==> config.mk <==
export PLATFORM = sky130hd
export DESIGN_NAME = dht11_poll_sched
export DESIGN_NICKNAME = d
export VERILOG_FILES = /design/src/rtl/dht11_pkg.sv /design/src/rtl/dht11_gap_timer.sv /design/src/rtl/dht11_poll_sched.sv
export SDC_FILE = /design/constraint.sdc
export NUM_CORES = 1
export LEC_CHECK = 0
export ABC_CLOCK_PERIOD_IN_PS = 2700
export CAP_MARGIN = 20
export CORE_AREA = 4 4 98 100
export CTS_CLUSTER_DIAMETER = 80
export DETAILED_ROUTE_END_ITERATION = 10
export DIE_AREA = 0 0 102 104
export SLEW_MARGIN = 20
export SYNTH_ARGS = -nofsm -noshare
export SYNTH_HDL_FRONTEND = slang
export SYNTH_SLANG_ARGS = --single-unit
==> constraint.sdc <==
create_clock -name clk_i -period 2.7 [get_ports clk_i]
set_input_delay 0.54 -clock clk_i [delete_from_list [all_inputs] [get_ports clk_i]]
set_output_delay 0.54 -clock clk_i [all_outputs]
set_load 0.02 [all_outputs]
==> src/rtl/dht11_pkg.sv <==
// Shared types and constants for the DHT11 poll scheduler.
package dht11_pkg;

  typedef enum logic [2:0] {
    PWRUP = 3'd0,
    IDLE  = 3'd1,
    START = 3'd2,
    WAIT  = 3'd3,
    HOLD  = 3'd4
  } state_t;

  localparam int         DATA_W    = 8;
  localparam int         CNT_W     = 32;
  localparam logic [7:0] FAULT_MAX = 8'd255;

  // A gap of ms milliseconds expires when the down-counter reaches zero, so load ms*cpm-1.
  function automatic logic [CNT_W-1:0] ms_last(input int unsigned ms, input int unsigned cpm);
    return CNT_W'(ms * cpm - 32'd1);
  endfunction

endpackage

==> src/rtl/dht11_gap_timer.sv <==
// Loadable millisecond-gap down-counter with clear; expired while the count is zero.
module dht11_gap_timer
  import dht11_pkg::*;
#(
  parameter logic [CNT_W-1:0] RESET_LAST = 32'd0
) (
  input  logic             clk_i,
  input  logic             rst_ni,
  input  logic             load_i,
  input  logic             clear_i,
  input  logic [CNT_W-1:0] last_i,
  output logic             expired_o
);

  logic [CNT_W-1:0] remain_r;

  // Reset starts the power-up gap; load restarts the count on state entry.
  always_ff @(posedge clk_i or negedge rst_ni) begin
    if (!rst_ni) begin
      remain_r <= RESET_LAST;
    end else if (load_i) begin
      remain_r <= last_i;
    end else if (clear_i) begin
      remain_r <= '0;
    end else if (remain_r != '0) begin
      remain_r <= remain_r - 32'd1;
    end else begin
      remain_r <= remain_r;
    end
  end

  assign expired_o = (remain_r == '0);

endmodule

==> src/rtl/dht11_poll_sched.sv <==
// DHT11 read sequencer: power-up settle, periodic polls, timeout/retry, last-good data hold.
// Optional comfort heater/fan control is built when COMFORT_CTRL_EN is defined.
module dht11_poll_sched
  import dht11_pkg::*;
#(
  parameter int unsigned CYCLES_PER_MS = 100000,
  parameter int unsigned PWRUP_MS      = 1000,
  parameter int unsigned POLL_MS       = 2000,
  parameter int unsigned RETRY_GAP_MS  = 1100,
  parameter int unsigned TIMEOUT_MS    = 30,
  parameter int unsigned MAX_RETRY     = 3
`ifdef COMFORT_CTRL_EN
  ,
  parameter logic [7:0]  T_LOW         = 8'd20,
  parameter logic [7:0]  T_HIGH        = 8'd28,
  parameter logic [7:0]  HYST          = 8'd2
`endif
) (
  input  logic              clk_i,
  input  logic              rst_ni,
  input  logic              enable_i,
  output logic              start_o,
  input  logic              done_i,
  input  logic              err_i,
  input  logic [DATA_W-1:0] temp_i,
  input  logic [DATA_W-1:0] hum_i,
  output logic [DATA_W-1:0] temp_o,
  output logic [DATA_W-1:0] hum_o,
  output logic              valid_o,
  output logic              data_ok_o,
  output logic              fail_o,
  output logic [7:0]        fault_cnt_o,
  output logic              heater_o,
  output logic              fan_o
);

  localparam logic [CNT_W-1:0] PWRUP_LAST = ms_last(PWRUP_MS, CYCLES_PER_MS);
  localparam logic [CNT_W-1:0] POLL_LAST  = ms_last(POLL_MS, CYCLES_PER_MS);
  localparam logic [CNT_W-1:0] RETRY_LAST = ms_last(RETRY_GAP_MS, CYCLES_PER_MS);
  localparam logic [CNT_W-1:0] TO_LAST    = ms_last(TIMEOUT_MS, CYCLES_PER_MS);
  localparam logic [4:0]       MAX_TRY    = 5'(MAX_RETRY);

  state_t              state_r;
  logic [3:0]          retry_r;
  logic [DATA_W-1:0]   temp_r, hum_r;
  logic [7:0]          fault_r;
  logic                start_r, valid_r, fail_r, data_ok_r;
  logic                gap_expired_s, gap_load_s, gap_clear_s;
  logic [CNT_W-1:0]    gap_last_s;
  logic                good_s, bad_s, last_try_s;

  // A completed read takes priority over a timeout expiring in the same cycle.
  assign good_s      = done_i & ~err_i;
  assign bad_s       = (done_i & err_i) | (~done_i & gap_expired_s);
  assign last_try_s  = (({1'b0, retry_r} + 5'd1) >= MAX_TRY);
  assign gap_clear_s = (state_r == IDLE);

  dht11_gap_timer #(.RESET_LAST(PWRUP_LAST)) u_gap (
    .clk_i     (clk_i),
    .rst_ni    (rst_ni),
    .load_i    (gap_load_s),
    .clear_i   (gap_clear_s),
    .last_i    (gap_last_s),
    .expired_o (gap_expired_s)
  );

  // Gap timer load on entry to WAIT (timeout) and HOLD (poll or retry gap).
  always_comb begin
    gap_load_s = 1'b0;
    gap_last_s = '0;
    case (state_r)
      START: begin
        if (enable_i) begin
          gap_load_s = 1'b1;
          gap_last_s = TO_LAST;
        end else begin
          gap_load_s = 1'b0;
        end
      end
      WAIT: begin
        if (good_s) begin
          gap_load_s = 1'b1;
          gap_last_s = POLL_LAST;
        end else if (bad_s) begin
          gap_load_s = 1'b1;
          gap_last_s = last_try_s ? POLL_LAST : RETRY_LAST;
        end else begin
          gap_load_s = 1'b0;
        end
      end
      default: gap_load_s = 1'b0;
    endcase
  end

  // Scheduler FSM with retry/fault counters and the held sample.
  always_ff @(posedge clk_i or negedge rst_ni) begin
    if (!rst_ni) begin
      state_r   <= PWRUP;
      retry_r   <= 4'd0;
      temp_r    <= 8'd0;
      hum_r     <= 8'd0;
      fault_r   <= 8'd0;
      start_r   <= 1'b0;
      valid_r   <= 1'b0;
      fail_r    <= 1'b0;
      data_ok_r <= 1'b0;
    end else begin
      start_r <= 1'b0;
      valid_r <= 1'b0;
      fail_r  <= 1'b0;
      case (state_r)
        PWRUP: state_r <= gap_expired_s ? IDLE : PWRUP;
        IDLE:  state_r <= enable_i ? START : IDLE;
        START: begin
          if (enable_i) begin
            state_r <= WAIT;
            start_r <= 1'b1;
          end else begin
            state_r <= IDLE;
          end
        end
        WAIT: begin
          if (good_s) begin
            temp_r    <= temp_i;
            hum_r     <= hum_i;
            valid_r   <= 1'b1;
            data_ok_r <= 1'b1;
            retry_r   <= 4'd0;
            state_r   <= HOLD;
          end else if (bad_s) begin
            if (last_try_s) begin
              fail_r    <= 1'b1;
              fault_r   <= (fault_r != FAULT_MAX) ? fault_r + 8'd1 : fault_r;
              data_ok_r <= 1'b0;
              retry_r   <= 4'd0;
            end else begin
              retry_r <= retry_r + 4'd1;
            end
            state_r <= HOLD;
          end else begin
            state_r <= WAIT;
          end
        end
        HOLD: begin
          if (gap_expired_s) begin
            state_r <= enable_i ? START : IDLE;
          end else begin
            state_r <= HOLD;
          end
        end
        default: state_r <= PWRUP;
      endcase
    end
  end

  assign start_o     = start_r;
  assign valid_o     = valid_r;
  assign fail_o      = fail_r;
  assign data_ok_o   = data_ok_r;
  assign temp_o      = temp_r;
  assign hum_o       = hum_r;
  assign fault_cnt_o = fault_r;

`ifdef COMFORT_CTRL_EN
  logic heater_r, fan_r;

  // Hysteretic comfort control, evaluated on the cycle after a new sample.
  always_ff @(posedge clk_i or negedge rst_ni) begin
    if (!rst_ni) begin
      heater_r <= 1'b0;
      fan_r    <= 1'b0;
    end else if (!data_ok_r) begin
      heater_r <= 1'b0;
      fan_r    <= 1'b0;
    end else if (valid_r) begin
      if (temp_r < T_LOW) begin
        heater_r <= 1'b1;
      end else if (temp_r >= T_LOW + HYST) begin
        heater_r <= 1'b0;
      end else begin
        heater_r <= heater_r;
      end
      if (temp_r > T_HIGH) begin
        fan_r <= 1'b1;
      end else if (temp_r <= T_HIGH - HYST) begin
        fan_r <= 1'b0;
      end else begin
        fan_r <= fan_r;
      end
    end else begin
      heater_r <= heater_r;
      fan_r    <= fan_r;
    end
  end

  // Gating by data_ok drops both requests in the same cycle the sample goes stale.
  assign heater_o = heater_r & data_ok_r;
  assign fan_o    = fan_r & data_ok_r;
`else
  assign heater_o = 1'b0;
  assign fan_o    = 1'b0;
`endif

endmodule

# After elaboration in Yosys (flattened, before gate mapping)
# Cells that the tools add are included.
# totals
reg_bits	67
input_bits	21
output_inout_bits	30
# op_classes
addsub	4
order_cmp	1
eq_ne	5
mux	32
bitwise_logic	7
n_reduce_logical	10
# op_table
operator	count
2-to-1 mux 32 bit	3
2-to-1 mux 28 bit	3
case mux 28 bit (2 select lines)	1
zero test 32 bit	1
nonzero test 32 bit	1
subtractor 32 x 1 -> 32 bit (second input constant)	1
2-to-1 mux 22 bit	1
case mux 3 bit (5 select lines)	1
2-to-1 mux 1 bit	14
2-to-1 mux 4 bit	3
2-to-1 mux 3 bit	3
adder 8 x 1 -> 8 bit (second input constant)	1
inequality test 8 bit (second input constant)	1
equality test 3 x 2 -> 1 bit (second input constant)	2
adder 4 x 1 -> 5 bit (second input constant)	1
>= comparator 5 x 2 -> 1 bit (second input constant)	1
AND reduction 5 bit	1
adder 4 x 1 -> 4 bit (second input constant)	1
2-to-1 mux 2 bit	2
AND reduction 2 bit	2
nonzero test 2 bit	2
bitwise AND 1 bit	3
equality test 3 x 1 -> 1 bit (second input constant)	1
equality test 3 bit (second input constant)	1
6 further kinds	8

# Logic depth before layout (Yosys ltp)
# depth
word_depth	7
mapped_depth	10

# Cells and area by module
# Synthesis repeated with hierarchy kept, for this count alone.
# unflattened
cells_unflattened	353
area_unflattened_um2	3621.0
# modules_own_cells
mod	instances	cells_per_inst	area_per_inst_um2
dht11_gap_timer	1	219	2035.7
dht11_poll_sched	1	134	1585.3

# Worst setup path after synthesis
# OpenSTA, ideal clock, no wires.
# synth_path
path_type	reg-to-reg
start	reg u_gap.remain_r[15]
end	reg fault_r[1] (netlist: fault_cnt_o[1])
setup_time_ns	0.125
arrival_time_ns	2.810
required_ns	2.575
setup_slack_ns	-0.235
stages_incl_launch_ff	8
n_path_buf	2
synth_period_minus_slack_ns	2.935
cell_sequence	dfstp_2 or4_4 or4_1 buf_2 or4_4 buf_6 a211oi_4 mux2_2
# synth_via
elab_chain_cells	4
# synth_rtl
item	line_no	text
start, declared	dht11_gap_timer.sv:15	logic [CNT_W-1:0] remain_r;
start signal, assigned	dht11_gap_timer.sv:22	remain_r <= last_i;
start signal, assigned	dht11_gap_timer.sv:26	remain_r <= remain_r - 32'd1;
start signal, assigned	dht11_gap_timer.sv:28	remain_r <= remain_r;
zero test 32 bit	dht11_gap_timer.sv:32	assign expired_o = (remain_r == '0);
bitwise AND 1 bit	dht11_poll_sched.sv:54	assign bad_s = (done_i & err_i) | (~done_i & gap_expired_s);
OR 1 bit	dht11_poll_sched.sv:54	
AND reduction 5 bit (no source line)	-	
end signal, assigned	dht11_poll_sched.sv:133	fault_r <= (fault_r != FAULT_MAX) ? fault_r + 8'd1 : fault_r;
end, declared	dht11_poll_sched.sv:46	logic [7:0] fault_r;
# Every way passes these cells.
# A chain may end at the register's enable or synchronous reset.

# Final worst setup path
# layout_path
start	reg u_gap.remain_r[14]
end	reg fault_r[1] (netlist: fault_cnt_o[1])
# The elaborated chain is that of the path after synthesis.

==> results.md <==
- Worst Tran Pin Value: 0.5857 ns
- Synth async-reset ratio: 100.0%
- Slew margin rel.: 60.95%
- FMAX: 0.3776 GHz
- Row count: 34
- Final nets: 440
- Area Growth Syn to Fin: 30.43%
- Post-synthesis cell type count: 50
- First drt pass iteration count: 4
- CTS tree: done
- Share of cells above drive strength 1: 22.43%
- Die H: 104 µm
- Ant diodes: 0
- CTS Buf Count: 9
- Residual DRC: 0
- Yosys top cell area share: 35.07%
- CP Class: register to register
- Initial core utilization: 39.46%
- Worst-Skew Late Latency: 0.35 ns
- Core area: 8678 µm²
- Hpwl dp: 6066 µm
- Status: completed
- Mapped Area: 3425 µm²
- Routability cong.: 0.8335
- Max incr delay on CP: 0.53 ns
- # clock sinks: 67
- Crit path launch: u_gap.remain_r[14]$_DFFE_PN1P_
- Synth Warn #: 0
- Yosys reg bits: 67
- Predominant post-synthesis flop cell: dfrtp_1
- Routed WL per cell: 15.68 µm
- Vias in the first global route: 2,866
- Power Dens Cells: 1037 nW/µm²
- Commonest cells post-synth: dfrtp_1 (48), nor2_1 (33), nand2_1 (28), a21oi_1 (23), dfstp_2 (19)
- Crit path DAT: 2.89 ns
- Largest net degree at the start of global routing: 32
- Htree depth: 3
- Die span in x: 102 µm
- Endpoints failing setup: 0
- Worst hold slack: 0.1894 ns
- Vias per inst: 5.288
- Area contributors post-synth: dfrtp_1 (35%), dfstp_2 (15%), mux2_2 (5.6%), nor2_1 (3.6%), xnor2_1 (3.6%)
- FF-to-FF Start: u_gap.remain_r[14]$_DFFE_PN1P_
- Min cycle time layout: 2.648 ns
- Worst vdd ir: 0.4735 mV
- Final Slew Violations: 0
- Avg Cell Area, Syn: 10.16 µm²
- Most frequent cell on the critical path: or4_4
- Slowest stage cell, crit path: or4_4
- Dpl ws: 0.01755 ns
- HP Class: primary input to asynchronous set/reset pin
- First-pass GRT wire length: 14,230 µm
- Startpoint types: register
- CTS root buf: clkbuf_8
- RSZ-0062 raised after global routing: yes
- Total congestion overflow: 0
- CP max FO: 8
- Crit end category: register
- Drt total wl: 8265 µm
- Port buffer count: 48
- I/O pin count: 51
- Top-count cell post-synth: dfrtp_1
- Initial drt markers: 128
- Die ar.: 10,610 µm²
- Final Cycle Share: 98.08%
- Hold Vio Cnt, Final: 0
- Post-DRT Antenna Nets: 0
- Initial antenna violation count: 0
- Max cap viols: 0
- Setup Buffers After CTS: 0
- Seq/Total Area, Yosys: 49.65%
- CP required: 2.94 ns
- Global Route Usage Sum: 16.71%
- Final worst setup slack: 0.05175 ns
- Via Count: 2,787
- Gate Count Post-Synth: 337
- Leak pwr: 1.935 nW
- Skew final: 0.01658 ns
- Clock Pin Slew Worst Setup and Hold Paths: 0.09 ns
- Clock tree buffer depth: 2
- CP cell instances: or4_4 -> or4_4 -> or4_4 -> a211oi_4 -> buf_6 -> mux2_4
- Area leader, netlist: dfrtp_1
- EDFF count, synth: 0
## sequential cells by signal, summed over array words and instances, names as in the netlist, 3 cells and up
name / cells
temp_o: 8
u_gap.remain_r: 32
fault_cnt_o: 8
state_r: 3
retry_r: 4
hum_o: 8
## area by class of cell
class	count	area (µm²)
repair buffers	78	729.5
well taps	108	135.1
multi-input cells	249	1650
clock inverters	6	90.09
clock buffers	10	127.6
flip-flops and latches	67	1700
fillers	802	4212
inverters	9	33.78
## cell families after synthesis
| group | share of synthesized area, % |
|---|---|
| simple gates | 19.80 |
| mux | 5.590 |
| compound gates | 12.79 |
| flops | 49.65 |
| other cells | 0.1095 |
| xor+xnor | 7.161 |
| fa+ha+maj | 1.827 |
| buf+inv | 3.069 |
## layer usage
metal / vias up / track usage, % / part of all wire (%)
li1: 1361 / - / -
met1: 1335 / 23.13 / 47
met2: 79 / 25.16 / 47
met3: 12 / 3.421 / 4.2
met4: 0 / 7.123 / 2.0
met5: - / 0 / 0
## report_power, final
| group | leakage [nW] | internal, mW | switching [mW] |
|---|---|---|---|
| sequential | 0.843 | 1.43 | 0.297 |
| clock | 0.107 | 0.524 | 0.399 |
| combinational | 0.985 | 0.968 | 1.01 |
| total | 1.94 | 2.93 | 1.71 |
## path summary, 6_finish.rpt
path | to | slack, ns | cells after the start
min | retry_r[0]$_DFFE_PN0P_ | 0.19 | 1
min in group clk_i | fault_cnt_o[6]$_DFFE_PN0P_ | 0.49 | 1
max reg2reg | fault_cnt_o[1]$_DFFE_PN0P_ | 0.05 | 6
max in group asynchronous | u_gap.remain_r[18]$_DFFE_PN1P_ | 1.85 | 2
min reg2reg | fault_cnt_o[6]$_DFFE_PN0P_ | 0.49 | 1
max | fault_cnt_o[1]$_DFFE_PN0P_ | 0.05 | 6
## layout by cell type (no fill, tap or decap), types with 8 or more instances in the layout
| cell type | Yosys | layout |
|---|---|---|
| nand2_1 | 28 | 28 |
| nor2_1 | 33 | 33 |
| dfrtp_1 | 48 | 48 |
| xnor2_1 | 14 | 14 |
| nor4_1 | 9 | 9 |
| o21ai_0 | 8 | 8 |
| clkdlybuf4s50_1 | 0 | 47 |
| nor3_1 | 12 | 11 |
| mux2_2 | 17 | 16 |
| nand4_1 | 9 | 9 |
| inv_1 | 9 | 9 |
| xor2_1 | 14 | 14 |
| a21oi_1 | 23 | 23 |
| dfstp_2 | 19 | 19 |
| buf_4 | 3 | 27 |
| clkbuf_8 | 0 | 9 |
## critical path, delay by kind of cell (launching register included)
| kind | cells | cell delay [ns] |
|---|---|---|
| buffers and inverters | 1 | 0.16 |
| and+or+nand+nor | 3 | 1.51 |
| AOI/OAI and AO/OA | 1 | 0.22 |
| DFF | 1 | 0.37 |
| muxes | 1 | 0.30 |
## per-stage QoR
stage               total power [mW]  setup TNS (ns)  std cells  cell area (µm²)  util, %
floorplan                      2.922          -1.074        338             3442        -
global placement               3.670               0        511             4225    48.69
detailed placement             3.701               0        511             4225    48.69
CTS                            4.647               0        527             4443    51.20
global route                   4.961        -0.04045        527             4467    51.47
finish                         4.633               0        527             4467    51.47
## timing repair
item	in CTS	in global routing
hold buffers	0	0
hold endpoints to repair	0	0
setup endpoints to repair	0	22
resized for setup	0	7
No activity file was read; power rests on OpenSTA's default activity.
